<file path="src/rtl/uart_fifo_bridge.sv">
// uart_fifo_bridge: MMIO front end with TX and RX byte FIFOs between the bus and the UART engines.
// Optional feature: define UART_FIFO_IRQ_EN to add the registered irq_o output.
module uart_fifo_bridge #(
  parameter int unsigned DEPTH_LOG2 = 4
) (
  input  logic       clk_i,
  input  logic       reset_i,
  input  logic       cs_i,
  input  logic       data_reg_i,
  input  logic       wren_i,
  input  logic [7:0] di_i,
  output logic [7:0] do_o,
  output logic [7:0] tx_data_o,
  output logic       tx_valid_o,
  input  logic       tx_ready_i,
  input  logic [7:0] rx_data_i,
  input  logic       rx_valid_i
`ifdef UART_FIFO_IRQ_EN
  ,
  output logic       irq_o
`endif
);

  localparam int unsigned Depth = 1 << DEPTH_LOG2;

  typedef logic [DEPTH_LOG2-1:0] ptr_t;
  typedef logic [DEPTH_LOG2:0]   cnt_t;

  localparam cnt_t CntFull = cnt_t'(Depth);
  localparam cnt_t CntOne  = cnt_t'(1);
  localparam ptr_t PtrOne  = ptr_t'(1);

  logic [7:0] tx_mem [Depth];
  logic [7:0] rx_mem [Depth];

  ptr_t tx_wr_ptr_q, tx_wr_ptr_d, tx_rd_ptr_q, tx_rd_ptr_d;
  ptr_t rx_wr_ptr_q, rx_wr_ptr_d, rx_rd_ptr_q, rx_rd_ptr_d;
  cnt_t tx_cnt_q, tx_cnt_d, rx_cnt_q, rx_cnt_d;
  logic       cs_q;
  logic       ovf_q, ovf_d;
  logic [7:0] do_q, do_d;
  logic       irq_q, irq_d;

  logic access, rd_data, rd_stat, wr_data;
  logic tx_full, tx_empty, rx_full, rx_empty;
  logic tx_push, tx_pop, rx_push, rx_pop, ovf_set;
  logic [7:0] status;

  // Decode the access edge and the push/pop strobes of both FIFOs.
  always_comb begin
    access   = cs_i & ~cs_q;
    rd_data  = access & data_reg_i & ~wren_i;
    rd_stat  = access & ~data_reg_i & ~wren_i;
    wr_data  = access & data_reg_i & wren_i;
    tx_full  = (tx_cnt_q == CntFull);
    tx_empty = (tx_cnt_q == '0);
    rx_full  = (rx_cnt_q == CntFull);
    rx_empty = (rx_cnt_q == '0);
    tx_pop   = ~tx_empty & tx_ready_i;
    // A full FIFO still accepts a push when a pop frees the head slot in the same cycle.
    tx_push  = wr_data & (~tx_full | tx_pop);
    rx_pop   = rd_data & ~rx_empty;
    rx_push  = rx_valid_i & (~rx_full | rx_pop);
    ovf_set  = rx_valid_i & rx_full & ~rx_pop;
    status   = {4'b0000, tx_empty, ovf_q, ~tx_full, ~rx_empty};
  end

  // Next-state for pointers, counts, sticky overflow, read data and irq.
  always_comb begin
    tx_wr_ptr_d = tx_wr_ptr_q;
    tx_rd_ptr_d = tx_rd_ptr_q;
    rx_wr_ptr_d = rx_wr_ptr_q;
    rx_rd_ptr_d = rx_rd_ptr_q;
    tx_cnt_d    = tx_cnt_q;
    rx_cnt_d    = rx_cnt_q;
    ovf_d       = ovf_q;
    do_d        = do_q;

    if (tx_push) tx_wr_ptr_d = tx_wr_ptr_q + PtrOne;
    if (tx_pop)  tx_rd_ptr_d = tx_rd_ptr_q + PtrOne;
    if (tx_push && !tx_pop) tx_cnt_d = tx_cnt_q + CntOne;
    if (!tx_push && tx_pop) tx_cnt_d = tx_cnt_q - CntOne;

    if (rx_push) rx_wr_ptr_d = rx_wr_ptr_q + PtrOne;
    if (rx_pop)  rx_rd_ptr_d = rx_rd_ptr_q + PtrOne;
    if (rx_push && !rx_pop) rx_cnt_d = rx_cnt_q + CntOne;
    if (!rx_push && rx_pop) rx_cnt_d = rx_cnt_q - CntOne;

    // Status read clears overflow, but a simultaneous new overflow wins.
    if (rd_stat) ovf_d = 1'b0;
    if (ovf_set) ovf_d = 1'b1;

    // Read data is captured on the access edge, held while selected, zero otherwise.
    if (!cs_i) begin
      do_d = 8'h00;
    end else if (access) begin
      if (rd_data)      do_d = rx_empty ? 8'h00 : rx_mem[rx_rd_ptr_q];
      else if (rd_stat) do_d = status;
      else              do_d = 8'h00;
    end

    irq_d = (rx_cnt_d != '0) | ovf_d;
  end

  // Control state with asynchronous clear.
  always_ff @(posedge clk_i or posedge reset_i) begin
    if (reset_i) begin
      tx_wr_ptr_q <= '0;
      tx_rd_ptr_q <= '0;
      rx_wr_ptr_q <= '0;
      rx_rd_ptr_q <= '0;
      tx_cnt_q    <= '0;
      rx_cnt_q    <= '0;
      cs_q        <= 1'b0;
      ovf_q       <= 1'b0;
      do_q        <= 8'h00;
      irq_q       <= 1'b0;
    end else begin
      tx_wr_ptr_q <= tx_wr_ptr_d;
      tx_rd_ptr_q <= tx_rd_ptr_d;
      rx_wr_ptr_q <= rx_wr_ptr_d;
      rx_rd_ptr_q <= rx_rd_ptr_d;
      tx_cnt_q    <= tx_cnt_d;
      rx_cnt_q    <= rx_cnt_d;
      cs_q        <= cs_i;
      ovf_q       <= ovf_d;
      do_q        <= do_d;
      irq_q       <= irq_d;
    end
  end

  // FIFO storage; not reset, only the pointers and counts define its contents.
  always_ff @(posedge clk_i) begin
    if (tx_push) tx_mem[tx_wr_ptr_q] <= di_i;
    if (rx_push) rx_mem[rx_wr_ptr_q] <= rx_data_i;
  end

  // Outputs come straight from registered state.
  always_comb begin
    do_o       = do_q;
    tx_valid_o = ~tx_empty;
    tx_data_o  = tx_mem[tx_rd_ptr_q];
  end

`ifdef UART_FIFO_IRQ_EN
  assign irq_o = irq_q;
`else
  logic unused_irq;
  assign unused_irq = irq_q;
`endif

endmodule

</file>
<file path="config.mk">
export PLATFORM = sky130hd
export DESIGN_NAME = uart_fifo_bridge
export DESIGN_NICKNAME = d
export VERILOG_FILES = /design/src/rtl/uart_fifo_bridge.sv
export SDC_FILE = /design/constraint.sdc
export NUM_CORES = 1
export LEC_CHECK = 0
export BUFFER_PORTS_ARGS = -buffer_cell sky130_fd_sc_hd__buf_2
export CAP_MARGIN = 10
export CORE_UTILIZATION = 25
export CTS_BUF_LIST = sky130_fd_sc_hd__clkbuf_2
export CTS_CLUSTER_DIAMETER = 80
export CTS_CLUSTER_SIZE = 20
export DETAILED_ROUTE_END_ITERATION = 8
export PLACE_DENSITY = 0.47
export SYNTH_ARGS = -nofsm -noshare
export SYNTH_HDL_FRONTEND = slang
export SYNTH_SLANG_ARGS = --single-unit
</file>
<file path="constraint.sdc">
create_clock -name clk_i -period 4.6 [get_ports clk_i]
set_clock_uncertainty 0.15 [all_clocks]
set_input_delay 0.69 -clock clk_i [delete_from_list [all_inputs] [get_ports clk_i]]
set_output_delay 0.69 -clock clk_i [all_outputs]
set_load 0.05 [all_outputs]
</file>
==> flow_summary.toml <==
[outcome]
status = "completed"

[setup_path]
critPathArrivalTime_ns = 3.23
cpMostUsedCell = "mux4_2"
reg2reg_from = "tx_cnt_q[1]"
critPathCaptureType = "output pin"
cp-endpoint = "tx_data_o[5]"
rr_worst_depth = 12
crit_fanout = 19
rrSetupSlack_ns = 1.18
startpoint = "tx_rd_ptr_q[0]"
crit_required_ns = 3.76
timing.critical_path.buf_inv = 2
path_depth = 4
worstSetupStartpointType = "flip-flop"
critical_path.max_stage_delay_ns = 0.83
crit_family = "multiplexers"
crit_slowest_cell = "dfrtp_2"
path_cells = "buf_12, mux4_2, mux4_2, buf_2"
path_class = "flip-flop to output pin"
rr_endpoint = "tx_cnt_q[4]"

[finish]
nFillCells = 4577
final_area_um2 = 13200
nNetsFinal = 706
final_cell_mix = "edfxtp_1, mux4_2, buf_2, dfrtp_1, dlygate4sd3_1"
areaGrowthSynthToFinish_pct = 11.7
final_common_cell = "edfxtp_1"
layout-drive-gt1-share = 0.259

[global_routing]
antenna_found_initial = 1
met3_usage = 0.0149
grt_pass1_vias = 5813
grt.busiest_layer = "met2"
grt_use_met2 = 0.169
grt_max_degree = 37
grt_pass1_wl_um = 37800
grt_overflow = 0
met1_usage = 0.156
grt_usage = 0.107

[route]
wirelength_um = 25300
drt-pass1-iter-count = 4
drt_iter0_drc = 309
ant_nets = 0
drc = 0
viasPerCell = 4.41
via_count = 5638
wl_per_cell_um = 19.8

[synthesis]
yosys_warnings = 0
synth_area_um2 = 11800
synth-seq-area-share = 0.726
synth_edf_count = 256
ys_dominant_reg_cell = "edfxtp_1"
avgSynthCellArea_um2 = 19.7
ys_types = 42
synth_seq_cells = 292
syn_nets = 642
postSynth.asyncResetShare = 0.123
syn_inst = 600

[timing]
slew_violations = 0
setup_viol = 0
finalSetupTns_ns = 0
finalCritPeriodShare = 0.885
layout_setup_ws_ns = 0.530
fmax_mhz = 246
rsz0062_at_grt = "no"
max-slew-margin-rel = 0.335
worst_pin_slew_ns = 0.991
hold_viol_final = 0
fin_crit_ns = 4.07

[worst_hold_path]
hold_path_class = "primary input to flip-flop"

[pwr]
pwr-share-clk = 0.151
p_comb_frac = 0.330
total_leakage_power_uw = 0.00426
ir_drop_mv = 0.365
power_density_nw_per_um2 = 511
p_seq_frac = 0.519
p_int_uw = 4320
power.net_switching_uw = 2430
swShare = 0.360

[clocking]
cts_buffers = 21
clock-sinks = 292
path_clk_slew_ns = 0.25
clockBufferDepth = 3
cts_root_buf = "clkbuf_2"
insertion_delay_ns = 0.88
htreeDepth = 1
cts_tree = "done"

[placed_design]
dpl.hpwl_um = 15600
gp_congestion = 0.699
io_buffers = 39
place_area_um2 = 12800
post-place-ws_ns = 1.18

[floorplan]
io_pins = 40
die-area_um2 = 48200
fp.dieW_um = 219
die_y_um = 219
core.rowCount = 79
initial_core_util = 0.254
coreArea_um2 = 46600

[run]
maxCapViolations = 0
area by class of cell:
type                       instances  area, um^2  area share
sequential                       292        8590       0.650
multi-input combinational        256        3060       0.231
tap                              607         759      0.0575
timing repair buffer              75         536      0.0405
clock buffer                      22         110     0.00834
clock inverter                     8        86.3     0.00654
inverter                          18        67.6     0.00512
antenna                            1        2.50    0.000189
through the flow:
step / utilization / hold slack (ns) / power (uW) / instances
floorplan: - / 0.304 / 5190 / 600
global placement: 0.274 / 0.347 / 5840 / 1225
detailed placement: 0.274 / 0.339 / 5830 / 1225
CTS: 0.284 / 0.127 / 6880 / 1278
global route: 0.284 / 0.159 / 7120 / 1279
finish: 0.284 / 0.208 / 6750 / 1279
power by group through the flow:
stage	clock network (uW)	registers (uW)	logic (uW)
2_1_floorplan	0	3300	1890
3_3_place_gp	0	3580	2260
3_5_place_dp	0	3580	2250
4_1_cts	1070	3530	2280
5_1_grt	1140	3560	2410
6_report	1020	3500	2230
routing by layer:
layer,up-vias,share of wire,wire length [um]
li1,2507,-,-
met1,2998,0.49,12300
met2,109,0.47,11800
met3,24,0.032,812
met4,0,0.016,416
met5,-,0,0
worst register-to-register path, delay by kind of cell, from the launching register on:
family                     cells  cell delay (ns)
AOI/OAI and AO/OA              3             0.65
adders and majority gates      2             0.67
buffers and inverters          1             0.42
xor gates and xnor gates       2             0.26
and+or+nand+nor                4             0.69
DFF                            1             0.54
worst min path at each step:
stage | slack (ns) | cells past startpoint | from | end
6_report | 0.21 | 3 | tx_ready_i | tx_rd_ptr_q[0]
4_1_cts | 0.13 | 4 | reset_i | rx_cnt_q[1]
2_1_floorplan | 0.30 | 1 | tx_cnt_q[4] | tx_cnt_q[4]
5_1_grt | 0.16 | 3 | tx_ready_i | tx_rd_ptr_q[0]
3_5_place_dp | 0.34 | 1 | do_o[7] | do_o[7]
3_3_place_gp | 0.35 | 2 | ovf_q | do_o[2]
kinds of logic after synthesis:
family          synth area share
xor+xnor                  0.0170
flops                      0.726
buf+inv                   0.0225
fa+ha+maj                 0.0207
compound gates            0.0239
simple gates              0.0433
mux                        0.146
sequential cells by signal (all words and copies together), names as in the netlist:
register	flops
tx_mem	128
tx_cnt_q	5
cs_q	1
tx_rd_ptr_q	4
rx_wr_ptr_q	4
rx_mem	128
do_o	8
rx_rd_ptr_q	4
ovf_q	1
tx_wr_ptr_q	4
rx_cnt_q	5
Yosys cell counts, types with 2 or more instances:
cell | instances | area [um^2]
mux2i_1 | 4 | 40.0
nor2_1 | 12 | 45.0
o21ai_0 | 6 | 30.0
nand4_1 | 4 | 25.0
a211oi_2 | 2 | 25.0
edfxtp_1 | 256 | 7690
buf_4 | 2 | 15.0
nor4_1 | 10 | 62.6
mux4_2 | 72 | 1620
a21oi_1 | 6 | 30.0
o22ai_1 | 2 | 12.5
o211ai_1 | 4 | 30.0
and3_1 | 2 | 12.5
buf_6 | 7 | 78.8
nand3b_1 | 3 | 22.5
nor3_1 | 2 | 10.0
nand2b_1 | 3 | 18.8
a21o_1 | 3 | 22.5
nand3_1 | 8 | 40.0
xor2_1 | 10 | 87.6
a221o_1 | 2 | 20.0
a22oi_1 | 7 | 52.6
a22o_1 | 4 | 35.0
ha_1 | 18 | 225
dfrtp_1 | 36 | 901
inv_1 | 18 | 67.6
mux2_2 | 6 | 67.6
nand2_1 | 19 | 71.3
xnor2_1 | 13 | 114
clkbuf_1 | 11 | 41.3
buf_2 | 6 | 30.0
nor3b_1 | 2 | 15.0
nor2b_1 | 7 | 43.8
buf_1 | 7 | 26.3
and2_1 | 19 | 119
repair_timing:
item	4_1_cts	5_1_grt
gates resized for setup	0	0
endpoints found under the hold margin	299	0
hold buffers	23	0
setup buffers	0	0
setup endpoints to repair	0	0
Note: power is estimated with default switching activity, not from simulation.
